**config.mk**
```make
export PLATFORM = sky130hd
export DESIGN_NAME = serial_mag_compare
export DESIGN_NICKNAME = d
export VERILOG_FILES = /design/src/rtl/serial_mag_compare.sv
export SDC_FILE = /design/constraint.sdc
export NUM_CORES = 1
export LEC_CHECK = 0
export CAP_MARGIN = 20
export CORE_UTILIZATION = 40
export CTS_CLUSTER_DIAMETER = 30
export DETAILED_ROUTE_END_ITERATION = 8
export PLACE_DENSITY_LB_ADDON = 0.3
export SLEW_MARGIN = 20
export SYNTH_ARGS = -nofsm -noshare
export SYNTH_HDL_FRONTEND = slang
export SYNTH_SLANG_ARGS = --single-unit
```
**constraint.sdc**
```tcl
create_clock -name clk -period 2.5 [get_ports clk]
set_clock_uncertainty 0.2 [all_clocks]
set_input_delay 0.375 -clock clk [delete_from_list [all_inputs] [get_ports clk]]
set_output_delay 0.375 -clock clk [all_outputs]
set_load 0.03 [all_outputs]
```
**src/rtl/serial_mag_compare.sv**
```systemverilog
// serial_mag_compare
//   Sequential WIDTH-bit magnitude comparator. Latches two operands on an
//   accepted start, presents them one 2-bit slice per cycle (MSB slice first)
//   to an external 2-bit combinational comparator, and consumes its
//   lt/gt/eq flags in the same cycle. Stops at the first unequal slice and
//   reports a registered lt/gt/eq result together with a one-cycle done pulse.
//
//   Optional build macro: CMP_CHECK_EN
//     Adds the err output and a one-hot check on the comparator flags. A
//     malformed flag set ends the compare with err=1 and lt=gt=eq=0.
//     Without the macro, flags are resolved with gt > lt > eq priority and
//     an all-zero flag set counts as eq.

module serial_mag_compare #(
    parameter int WIDTH = 8
) (
    input  logic             clk,
    input  logic             rst_n,
    input  logic             start,
    input  logic [WIDTH-1:0] a,
    input  logic [WIDTH-1:0] b,
    output logic             cmp_A1,
    output logic             cmp_A0,
    output logic             cmp_B1,
    output logic             cmp_B0,
    input  logic             cmp_lt,
    input  logic             cmp_gt,
    input  logic             cmp_eq,
    output logic             busy,
    output logic             done,
    output logic             lt,
    output logic             gt,
    output logic             eq
`ifdef CMP_CHECK_EN
   ,output logic             err
`endif
);

    // Number of 2-bit slices and the width of the slice index.
    localparam int K     = WIDTH / 2;
    localparam int IDX_W = (K > 1) ? $clog2(K) : 1;

    typedef enum logic [1:0] {
        S_IDLE = 2'd0,
        S_SCAN = 2'd1,
        S_DONE = 2'd2
    } state_e;

    // Registered state and outputs.
    state_e             state_q, state_d;
    logic [IDX_W-1:0]   idx_q,   idx_d;
    logic [WIDTH-1:0]   a_lat_q, a_lat_d;
    logic [WIDTH-1:0]   b_lat_q, b_lat_d;
    logic               lt_q,    lt_d;
    logic               gt_q,    gt_d;
    logic               eq_q,    eq_d;
    logic               done_q,  done_d;
    logic               busy_q,  busy_d;
`ifdef CMP_CHECK_EN
    logic               err_q,   err_d;
    logic               flags_onehot;
`endif

    // Slice currently under comparison, selected by idx.
    logic [1:0]         a_slice;
    logic [1:0]         b_slice;

    // Select the active 2-bit slice of each latched operand.
    always_comb begin
        a_slice = a_lat_q[2*int'(idx_q) +: 2];
        b_slice = b_lat_q[2*int'(idx_q) +: 2];
    end

    // Drive the comparator inputs only while scanning; zero otherwise.
    always_comb begin
        cmp_A1 = 1'b0;
        cmp_A0 = 1'b0;
        cmp_B1 = 1'b0;
        cmp_B0 = 1'b0;
        if (state_q == S_SCAN) begin
            cmp_A1 = a_slice[1];
            cmp_A0 = a_slice[0];
            cmp_B1 = b_slice[1];
            cmp_B0 = b_slice[0];
        end
    end

`ifdef CMP_CHECK_EN
    // Exactly one flag set: odd parity of the three, excluding all three set.
    always_comb begin
        flags_onehot = (cmp_lt ^ cmp_gt ^ cmp_eq) & ~(cmp_lt & cmp_gt & cmp_eq);
    end
`endif

    // Next-state and next-output computation for the compare sequencer.
    always_comb begin
        // NOTE: every _d gets a default first so no path leaves a variable
        // unassigned; a missing default here would infer a latch.
        state_d = state_q;
        idx_d   = idx_q;
        a_lat_d = a_lat_q;
        b_lat_d = b_lat_q;
        lt_d    = lt_q;
        gt_d    = gt_q;
        eq_d    = eq_q;
`ifdef CMP_CHECK_EN
        err_d   = err_q;
`endif

        case (state_q)
            S_IDLE: begin
                if (start) begin
                    a_lat_d = a;
                    b_lat_d = b;
                    idx_d   = IDX_W'(K - 1);
                    lt_d    = 1'b0;
                    gt_d    = 1'b0;
                    eq_d    = 1'b0;
`ifdef CMP_CHECK_EN
                    err_d   = 1'b0;
`endif
                    state_d = S_SCAN;
                end
            end

            S_SCAN: begin
`ifdef CMP_CHECK_EN
                if (!flags_onehot) begin
                    err_d   = 1'b1;
                    state_d = S_DONE;
                end else
`endif
                if (cmp_gt) begin
                    gt_d    = 1'b1;
                    state_d = S_DONE;
                end else if (cmp_lt) begin
                    lt_d    = 1'b1;
                    state_d = S_DONE;
                end else if (idx_q == '0) begin
                    // Last slice equal (or no flag raised): operands are equal.
                    eq_d    = 1'b1;
                    state_d = S_DONE;
                end else begin
                    idx_d   = idx_q - 1'b1;
                end
            end

            S_DONE: begin
                state_d = S_IDLE;
            end

            default: begin
                state_d = S_IDLE;
            end
        endcase

        // Status outputs are registered copies of where the sequencer goes next.
        busy_d = (state_d != S_IDLE);
        done_d = (state_d == S_DONE);
    end

    // State and output registers; asynchronous reset returns everything to idle.
    always_ff @(posedge clk or negedge rst_n) begin
        if (!rst_n) begin
            state_q <= S_IDLE;
            idx_q   <= '0;
            a_lat_q <= '0;
            b_lat_q <= '0;
            lt_q    <= 1'b0;
            gt_q    <= 1'b0;
            eq_q    <= 1'b0;
            done_q  <= 1'b0;
            busy_q  <= 1'b0;
`ifdef CMP_CHECK_EN
            err_q   <= 1'b0;
`endif
        end else begin
            // NOTE: non-blocking assignments so every flop samples the
            // pre-edge values computed above, independent of statement order.
            state_q <= state_d;
            idx_q   <= idx_d;
            a_lat_q <= a_lat_d;
            b_lat_q <= b_lat_d;
            lt_q    <= lt_d;
            gt_q    <= gt_d;
            eq_q    <= eq_d;
            done_q  <= done_d;
            busy_q  <= busy_d;
`ifdef CMP_CHECK_EN
            err_q   <= err_d;
`endif
        end
    end

    // Output port assignments.
    assign busy = busy_q;
    assign done = done_q;
    assign lt   = lt_q;
    assign gt   = gt_q;
    assign eq   = eq_q;
`ifdef CMP_CHECK_EN
    assign err  = err_q;
`endif

endmodule

```
# Word-level counts from Yosys, hierarchy flattened
# Index checks and enable logic that the tools add are counted.
[word_totals]
ff_bits = 25
in_bits = 22
output_inout_bits = 9
[op_classes]
addsub = 1
n_eq_ne = 9
n_shift = 2
n_mux = 24
reduce_logical = 9
[op_table]
columns = ["op", "count"]
rows = [
  ["$mux 2", 8],
  ["$shiftx 8x4->2", 2],
  ["$ne 2x2->1 const B", 6],
  ["$mux 1", 11],
  ["$reduce_and 5->1", 2],
  ["$pmux 2 s2", 2],
  ["$pmux 1 s2", 3],
  ["$logic_not 2->1", 2],
  ["$reduce_and 4->1", 1],
  ["$reduce_bool 2->1", 2],
  ["$reduce_and 3->1", 1],
  ["$eq 2x1->1 const B", 1],
  ["$eq 2x2->1 const B", 1],
  ["$ne 2x1->1 const B", 1],
  ["$reduce_and 2->1", 1],
  ["$sub 2x1->2 const B", 1],
]

# Logic depth before layout (Yosys ltp)
# Gate-level depths: netlist of the first run.
[logic_depth]
word_depth = 6
ltp_mapped = 6
ltp_nobuf = 5

# Least setup slack after synthesis of the first run
# No wires, ideal clock.
[synth_path]
kind = "reg-to-output"
startpoint = "reg idx_q[0]"
endpoint = "out cmp_A0"
arrival_ns = 1.254
required_ns = 1.925
setup_slack_ns = 0.671
stages_incl_launch_ff = 4
n_path_buf = 1
path_cell_list = "dfrtp_1 buf_6 mux4_2 nor2b_1"
[synth_via]
elab_chain_cells = 2
[synth_lines]
columns = ["element", "line", "source"]
rows = [
  ["from (decl)", "51", "logic [IDX_W-1:0] idx_q, idx_d;"],
  ["from (signal assigned)", "181", "idx_q <= idx_d;"],
  ["$shiftx 8x4->2", "70", "a_slice = a_lat_q[2*int'(idx_q) +: 2];"],
  ["$mux 1", "80", "if (state_q == S_SCAN) begin"],
  ["to (decl)", "23", "output logic cmp_A0,"],
]
# No other way between the ends.

# Worst setup path after layout of the first run
# Ends and elaborated chain as after synthesis.

==> results of run 1 <==
registers in the layout, summed over array words and instances (netlist names):
name     count
state_q      2
busy         1
gt           1
idx_q        2
lt           1
done         1
eq           1
b_lat_q      8
a_lat_q      8
timing repair:
| action | in CTS | in global routing |
|---|---|---|
| buffers inserted | 0 | 2 |
| endpoints found under the hold margin | 0 | 0 |
| gates resized for setup | 5 | 2 |
| endpoints found under the setup margin | 4 | 2 |
layout by cell type (no fill, tap or decap), types with 2 or more instances in the layout:
cell type and n:
nor2b_1 4, mux2i_1 2, mux4_2 4, nand2b_1 2
nor2_1 8, dlygate4sd2_1 3, clkbuf_4 3, mux2_2 16
buf_4 4, inv_1 5, dfrtp_1 24, clkdlybuf4s50_1 25
critical path: stages, from the launching register on:
cell and delay (ns):
dfrtp_2 0.47, mux4_2 0.50, nor2b_1 0.15, dlygate4sd2_1 0.36
stage by stage:
| stage | worst slack (ns) | hold WS, ns | cell area [um^2] | util (%) |
|---|---|---|---|---|
| floorplan | 0.6713 | -0.1206 | 1105 | - |
| global placement | 0.1045 | 0.2851 | 1414 | 55.56 |
| detailed placement | 0.08403 | 0.2936 | 1414 | 55.56 |
| CTS | 0.06218 | 0.2193 | 1438 | 56.49 |
| global route | 0.04712 | 0.2273 | 1449 | 56.93 |
| finish | 0.1303 | 0.2166 | 1449 | 56.93 |
kinds of logic after synthesis:
| group | synth area share (%) |
|---|---|
| AO/OA/AOI/OAI | 1.586 |
| adder cells (fa/ha/maj) | 1.132 |
| buffers and inverters | 4.756 |
| flip-flops | 56.63 |
| multiplexers | 26.27 |
| AND/OR/NAND/NOR | 9.626 |
path summary, 6_finish.rpt:
kind / from / slack [ns] / endpoint
worst max register to register: idx_q[1] / 0.70 / idx_q[0]
worst max-delay path: idx_q[0] / 0.13 / cmp_A0
max in group asynchronous: rst_n / 1.63 / idx_q[0]
worst min-delay path: rst_n / 0.22 / b_lat_q[1]
min in group clk: b_lat_q[3] / 0.32 / b_lat_q[3]
worst min register to register: b_lat_q[3] / 0.32 / b_lat_q[3]
routing by layer:
layer	global-route usage (%)	vias to the layer above
li1	-	333
met1	15.44	344
met2	26.02	17
met3	3.333	4
met4	7.692	0
met5	0	-
power groups by stage:
stage	logic, W	clock network (W)	registers [W]
6_report	0.000486	0.000173	0.000624
5_1_grt	0.000526	0.000204	0.000643
4_1_cts	0.000476	0.000181	0.000630
3_5_place_dp	0.000489	0	0.000639
3_3_place_gp	0.000478	0	0.000630
2_1_floorplan	0.000337	0	0.000639
area by class of cell:
| class | instances | area [um^2] |
|---|---|---|
| Clock buffer | 3 | 22.52 |
| Clock inverter | 1 | 5.005 |
| Fill cell | 231 | 1096 |
| Inverter | 5 | 18.77 |
| Multi-Input combinational cell | 44 | 426.7 |
| Sequential cell | 25 | 626.9 |
| Tap cell | 30 | 37.54 |
| Timing Repair Buffer | 33 | 311.5 |
==> summary.txt, run 1 <==
Outcome = finished clean
Sw Pwr = 0.0003965 W
R2R depth = 5
Fin. Hold Viols = 0
Overall Power = 0.001284 W
Final Cycle Share = 94.79%
Final min period = 2.370 ns
CTS tree = built
Critical path data arrival time = 1.79 ns
Met3 wire length = 71 um
Worst slew pin tran = 0.3336 ns
WL final = 1.807 mm
Cells after synthesis = 77
First-pass GRT wire length = 2.829 mm
Post-synth top cells = 25 x dfrtp_1, 16 x mux2_2, 8 x nor2_1
Leakage = 0.6520 nW
Fmax = 422.0 MHz
Int Pwr = 0.0008873 W
Largest cells by area after synthesis = dfrtp_1 57%, mux2_2 16%, mux4_2 8.2%
Initial antenna violation count = 0
Max Root-Sink Buffers = 2
Yosys reg bits = 25
Min-Delay Path Class = input pin to async pin
Initial core utilization = 43.41%
Clk slew on worst S/H paths = 0.13 ns
Sequential power share = 48.6%
Die ar. = 2976 um^2
IO buf count = 29
Max capacitance violation total = 0
Largest net degree at the start of global routing = 26
Worst Path Required = 1.92 ns
Highest routed layer = met4
Routed length per placed instance = 12.82 um
Max-slew violation count = 0
Core box area = 2545 um^2
Die Y = 54.56 um
Critical path fanouts, max = 6
Combinational fraction of design power = 37.9%
Cell variety after synth = 17
Clk Tree Root Cell = clkbuf_4
DRT iter0 DRCs = 5
Via/cell ratio = 4.950
H-tree depth = 1
Synth warnings = 0
Post-synth EDFFs = 0
VDD IR-drop max = 533.3 uV
Slew headroom = 77.59%
Startpoint types = flip-flop
Worst Path Class, Setup = flip-flop to primary output
TritonCTS buffer count = 3
Area grow syn2layout = 31.14%
Final HPWL DP = 1.304 mm
Non-Filler Instances = 141
Post-synth top area cell = dfrtp_1
Power Density = 886.1 nW/um^2
Final setup viols = 0
Routed vias = 698
IO Pins = 31
Clock power frac = 13.5%
Final ANT Viol Nets = 0
Syn avg cell area = 14.35 um^2
Syn_nets = 100
Metal-1 WL = 783 um
Placer Congestion = 0.6571
Fraction of registers with async set/reset = 100.0%
First-pass iteration count of the detailed router = 2
Vias in the first global route = 647
N_diodes = 0
Synth top area share = 56.63%
Row cnt = 18
Setup TNS = 0 ns
Critical Path End Type = primary output
Main synth FF type = dfrtp_1
WL met2 = 929 um
Worst-Skew Late Latency = 0.31 ns
TritonCTS Sinks = 25
Mapped cell area = 1105 um^2
Most repeated cell in the gate-level netlist after synthesis = dfrtp_1
GRT Overall Usage = 14.43%
Layout cells sized above 1 = 27.93%
Post-CTS Hold Buffers = 0
Seq/Total Area, Yosys = 56.63%
Grt total ovfl = 0
DP Cell Count = 135
Layout Nets = 135
RSZ-0062 raised after global routing = false
Net Sw Frac = 30.89%
Die X = 54.56 um
DRC = 0
Note: power is estimated with default switching activity, not from simulation.
==> run 2: changes to the inputs <==
Settings changed: SLEW_MARGIN 20 to default.
==> results of run 2 <==
Same layout as run 1: the final DEF is identical, and so are final timing and power.
